**src/rtl/pc_sequencer.sv**
```systemverilog
// Flow-control sequencer: turns decoded SEQ/JMP/BRANCH/CALL/RET/HALT ops into
// program-counter increment/load strobes, with an internal return-address stack.
module pc_sequencer #(
  parameter int unsigned AW    = 8,
  parameter int unsigned DEPTH = 4,
  parameter int unsigned OFFW  = 8
) (
  input  logic            clk,
  input  logic            reset,
  input  logic            op_valid,
  output logic            op_ready,
  input  logic [2:0]      op_type,
  input  logic [AW-1:0]   target,
  input  logic [OFFW-1:0] offset,
  input  logic            cond,
  input  logic [AW-1:0]   pc_in,
  input  logic            stall,
  output logic            en_PC,
  output logic            load_en,
  output logic [AW-1:0]   load,
  output logic            halted,
  output logic            fault,
  output logic [1:0]      fault_code
);

  localparam int unsigned SPW = $clog2(DEPTH + 1);
  localparam int unsigned IW  = (DEPTH > 1) ? $clog2(DEPTH) : 1;

  localparam logic [2:0] OP_JMP    = 3'd1;
  localparam logic [2:0] OP_BRANCH = 3'd2;
  localparam logic [2:0] OP_CALL   = 3'd3;
  localparam logic [2:0] OP_RET    = 3'd4;
  localparam logic [2:0] OP_HALT   = 3'd5;

  localparam logic [1:0] FC_OVF = 2'b01;
  localparam logic [1:0] FC_UNF = 2'b10;

  typedef enum logic [2:0] {
    S_RUN    = 3'd0,
    S_ISSUE  = 3'd1,
    S_PUSH   = 3'd2,
    S_POP    = 3'd3,
    S_HALTED = 3'd4,
    S_FAULT  = 3'd5
  } state_t;

  state_t          r_state, w_state_nxt;
  logic [SPW-1:0]  r_sp, w_sp_nxt;
  logic [AW-1:0]   r_load, w_load_nxt;
  logic [AW-1:0]   r_ret_addr, w_ret_addr_nxt;
  logic            r_inc, w_inc_nxt;          // ISSUE pulses en_PC (1) or load_en (0)
  logic            r_halted, w_halted_nxt;
  logic            r_fault, w_fault_nxt;
  logic [1:0]      r_fault_code, w_fault_code_nxt;
  logic            w_push;
  logic            w_accept;
  logic            w_full;
  logic            w_empty;
  logic [AW-1:0]   w_off_ext;
  logic [AW-1:0]   w_top;
  logic [AW-1:0]   r_stack [DEPTH];

  assign w_full    = (r_sp == SPW'(DEPTH));
  assign w_empty   = (r_sp == '0);
  assign w_off_ext = AW'($signed(offset));
  assign w_top     = r_stack[IW'(r_sp - SPW'(1))];

  assign load       = r_load;
  assign halted     = r_halted;
  assign fault      = r_fault;
  assign fault_code = r_fault_code;

  // Next-state and strobe decode
  always_comb begin
    w_state_nxt      = r_state;
    w_sp_nxt         = r_sp;
    w_load_nxt       = r_load;
    w_ret_addr_nxt   = r_ret_addr;
    w_inc_nxt        = r_inc;
    w_halted_nxt     = r_halted;
    w_fault_nxt      = r_fault;
    w_fault_code_nxt = r_fault_code;
    w_push           = 1'b0;
    w_accept         = 1'b0;
    op_ready         = 1'b0;
    en_PC            = 1'b0;
    load_en          = 1'b0;

    case (r_state)
      S_RUN: begin
        op_ready = ~stall & ~reset;
        w_accept = op_valid & ~stall & ~reset;
        if (w_accept) begin
          case (op_type)
            OP_JMP: begin
              w_inc_nxt   = 1'b0;
              w_load_nxt  = target;
              w_state_nxt = S_ISSUE;
            end
            OP_BRANCH: begin
              w_inc_nxt   = ~cond;
              if (cond) w_load_nxt = pc_in + w_off_ext;
              w_state_nxt = S_ISSUE;
            end
            OP_CALL: begin
              if (w_full) begin
                w_fault_nxt      = 1'b1;
                w_fault_code_nxt = FC_OVF;
                w_state_nxt      = S_FAULT;
              end else begin
                w_inc_nxt      = 1'b0;
                w_load_nxt     = target;
                w_ret_addr_nxt = pc_in + AW'(1);
                w_state_nxt    = S_PUSH;
              end
            end
            OP_RET: begin
              if (w_empty) begin
                w_fault_nxt      = 1'b1;
                w_fault_code_nxt = FC_UNF;
                w_state_nxt      = S_FAULT;
              end else begin
                w_inc_nxt   = 1'b0;
                w_state_nxt = S_POP;
              end
            end
            OP_HALT: begin
              w_halted_nxt = 1'b1;
              w_state_nxt  = S_HALTED;
            end
            default: begin
              w_inc_nxt   = 1'b1;
              w_state_nxt = S_ISSUE;
            end
          endcase
        end
      end
      S_PUSH: begin
        if (!stall) begin
          w_push      = 1'b1;
          w_sp_nxt    = r_sp + SPW'(1);
          w_state_nxt = S_ISSUE;
        end
      end
      S_POP: begin
        if (!stall) begin
          w_load_nxt  = w_top;
          w_sp_nxt    = r_sp - SPW'(1);
          w_state_nxt = S_ISSUE;
        end
      end
      S_ISSUE: begin
        if (!stall) begin
          en_PC       = r_inc;
          load_en     = ~r_inc;
          w_state_nxt = S_RUN;
        end
      end
      S_HALTED: w_state_nxt = S_HALTED;
      S_FAULT:  w_state_nxt = S_FAULT;
      default:  w_state_nxt = S_RUN;
    endcase
  end

  // State and control registers
  always_ff @(posedge clk or posedge reset) begin
    if (reset) begin
      r_state      <= S_RUN;
      r_sp         <= '0;
      r_load       <= '0;
      r_ret_addr   <= '0;
      r_inc        <= 1'b0;
      r_halted     <= 1'b0;
      r_fault      <= 1'b0;
      r_fault_code <= '0;
    end else begin
      r_state      <= w_state_nxt;
      r_sp         <= w_sp_nxt;
      r_load       <= w_load_nxt;
      r_ret_addr   <= w_ret_addr_nxt;
      r_inc        <= w_inc_nxt;
      r_halted     <= w_halted_nxt;
      r_fault      <= w_fault_nxt;
      r_fault_code <= w_fault_code_nxt;
    end
  end

  // Return-address storage; contents deliberately survive reset
  always_ff @(posedge clk) begin
    if (w_push) r_stack[IW'(r_sp)] <= r_ret_addr;
  end

endmodule

```
**config.mk**
```make
export PLATFORM = sky130hd
export DESIGN_NAME = pc_sequencer
export DESIGN_NICKNAME = d
export VERILOG_FILES = /design/src/rtl/pc_sequencer.sv
export SDC_FILE = /design/constraint.sdc
export NUM_CORES = 1
export LEC_CHECK = 0
export CORE_UTILIZATION = 49
export CTS_BUF_LIST = sky130_fd_sc_hd__clkbuf_8 sky130_fd_sc_hd__clkbuf_16
export DETAILED_ROUTE_END_ITERATION = 7
export GPL_TIMING_DRIVEN = 0
export PLACE_DENSITY = 0.77
export SYNTH_ARGS = -nofsm -noshare
export SYNTH_HDL_FRONTEND = slang
export SYNTH_SLANG_ARGS = --single-unit
export TNS_END_PERCENT = 100
```
**constraint.sdc**
```tcl
create_clock -name clk -period 2.4 [get_ports clk]
set_input_delay 0.48 -clock clk [delete_from_list [all_inputs] [get_ports clk]]
set_output_delay 0.48 -clock clk [all_outputs]
set_load 0.02 [all_outputs]
```
==> metrics.csv <==
metric,value,unit
cp_max_fo,10,
grt_use_met1,0.307,
dieArea,6670,sq um
leakage,1.51,nW
clkTransAtPathRegs,70,ps
wire_per_inst,16.5,um
die_w,81.7,um
p_per_area,945,nW/um^2
synth_async_sr_flop_share,0.458,
max_stage_delay,430,ps
synth_common_cells,"edfxtp_1 (32), dfrtp_1 (27), nand2_1 (25), nor2_1 (14), ha_1 (13)",
area_growth,25.4,%
gr-usage-met3,0.0511,
regArea,1640,sq um
ys.warnings.count,0,
ys_ff_latch,59,
yosysTopAreaCell,edfxtp_1,
ctsHoldBuffers,0,
setup_viol,0,
core,6030,sq um
vias_per_cell,5.57,
postSynthAreaPerCell,11.9,sq um
hpwlAfterDp,4850,um
period_needed,2210,ps
cts-root-buf,clkbuf_8,
final-max-slew-violation-count,0,
synth.most_common_cell,edfxtp_1,
slew_headroom,0.479,
grt.overflow.total,0,
use_met2,0.347,
cap_viol_max_count,0,
finalWirelength,6610,um
p_total,3.69,mW
floorplan.io_pins,47,
fp-row-count,28,
final_hold_viol_count,0,
initial_core_util,0.516,
top_usage_layer,met2,
n_antenna_cell,0,
syn_area,3110,sq um
grt_max_degree,15,
clockBufferDepth,2,
synth_cell_types,52,
fill_cells,486,
rsz0062_at_grt,no,
detail-route-antenna-nets,0,
ir_drop,0.545,mV
dieHeight,81.7,um
port_buffers,46,
finish.utilization,0.647,
synth_top_family_by_area,simple AND/OR/NAND/NOR gates,
htreeDepth,3,
path_cells,clkdlybuf4s50_1 > clkbuf_2 > nor4_1 > dlygate4sd2_1,
placed_area,3660,sq um
grt_pass1_vias,2093,
clkLatencyLatePin,340,ps
slowest_stage,clkdlybuf4s50_1,
multiInputGateArea,1420,sq um
setup.worst_path.class,in -> out,
period_share,0.923,
cts.sinks,59,
drive_above_1_share,0.188,
drt_iter0_markers,132,
antenna_found_initial,0,
hp-class,reg -> reg,
syn-num-nets,307,
vias,2228,
numCtsBuffers,9,
cts_tree,yes,
start_kind,input pin,
gp_congestion,0.856,
yosys.area.top_type_share,0.309,
finalClockSkew,7.52,ps
yosys_most_used_dff,edfxtp_1,
synth_compound_area_frac,0.103,
synthTopCellsByArea,"edfxtp_1 (31%), dfrtp_1 (22%), mux4_2 (5.8%), ha_1 (5.2%), mux2_2 (3.3%)",
fmax,0.452,GHz
status,"finished, final reports clean",
synthCells,261,
grt_usage,0.221,
grt_pass1_wl,10500,um
dr.pass1.iters,4,
holdWs,470,ps
critPathCaptureType,output port,
ys_seq_area_frac,0.526,
synth_fa_ha_area_frac,0.0587,
synth_edf_count,32,
final_area,3900,sq um
arrival,1730,ps
synth_xor_xnor_area_share,0.0394,
synth-simple-area-share,0.148,
cp_data_required_time,1920,ps
drc,0,
worstMarginPinSlew,778,ps
fin_nets,366,
synthMuxAreaShare,0.102,
==> cell families (layout without fill, tap and decap cells) <==
logic type,after synthesis,after routing
compound gates,51,51
xor+xnor,14,14
fa+ha+maj,14,14
buf+inv,16,80
flops,59,59
mux,20,20
simple gates,87,87
==> critical path: cells and delay by family <==
family | cells | cell delay [ps]
and+or+nand+nor | 1 | 270
buffers and inverters | 3 | 990
==> worst paths after layout <==
kind / start / to / slack, ps / cells past startpoint
min: halted / halted / 470 / 1
max in group asynchronous: reset / fault / 1270 / 2
min reg2reg: halted / halted / 470 / 1
max: stall / op_ready / 190 / 4
min in group asynchronous: reset / r_state[2] / 500 / 2
max reg2reg: r_sp[0] / load[4] / 220 / 8
==> layout make-up <==
cell class              count  area share
plain buffers               8      0.0115
clock buffers               9      0.0318
clock inverters             7      0.0199
inverters                   7     0.00770
multi-input cells         186       0.364
flip-flops and latches     59       0.419
well taps                  75      0.0241
repair buffers             48       0.121
repair inverters            1     0.00128
==> report_power, final <==
group | switching (mW) | internal (mW) | leakage, nW
registers | 0.161 | 1.28 | 0.636
logic | 0.662 | 0.675 | 0.769
clock network | 0.421 | 0.485 | 0.0998
==> state kept, by name, summed over array words and instances (netlist names), 2 cells and up <==
signal,flops
load,8
fault_code,2
r_state,3
r_stack,32
r_ret_addr,8
r_sp,3
==> through the flow <==
step	std cells	worst slack [ps]	TNS (ps)
2_1_floorplan	261	98.5	0
3_3_place_gp	382	-788	-5940
3_5_place_dp	382	-827	-6470
4_1_cts	398	36.1	0
5_1_grt	400	35.9	0
6_report	400	186	0
==> timing repair <==
item                                    CTS  global route
resized for setup                         8             5
cloned                                    1             0
endpoints found under the setup margin   12             7
pin swaps                                 0             1
setup buffers                             0             2
==> cells in the final DEF (no fill, tap or decap), types with 4 or more instances in the layout <==
| cell type | synthesis | routed |
|---|---|---|
| nor2_1 | 14 | 14 |
| xor2_1 | 8 | 8 |
| o21ai_0 | 12 | 12 |
| nand2_1 | 25 | 25 |
| buf_2 | 6 | 5 |
| xnor2_1 | 6 | 6 |
| clkdlybuf4s50_1 | 0 | 42 |
| a31oi_1 | 4 | 4 |
| mux4_2 | 8 | 8 |
| edfxtp_1 | 32 | 32 |
| inv_1 | 7 | 6 |
| buf_4 | 1 | 4 |
| clkbuf_8 | 0 | 9 |
| o21ai_1 | 5 | 5 |
| nand2b_1 | 5 | 5 |
| a21oi_1 | 10 | 10 |
| or2_2 | 4 | 4 |
| nor3_1 | 5 | 5 |
| mux2_2 | 9 | 9 |
| and2_1 | 6 | 6 |
| dfrtp_1 | 27 | 27 |
| ha_1 | 13 | 12 |
| nand3_1 | 7 | 7 |
==> per-layer routing <==
metal / routed length [um] / part of all wire
met5: 0 / 0
met4: 73 / 0.011
met3: 333 / 0.050
met2: 3180 / 0.48
met1: 3010 / 0.46
(Power assumes the default switching activity.)
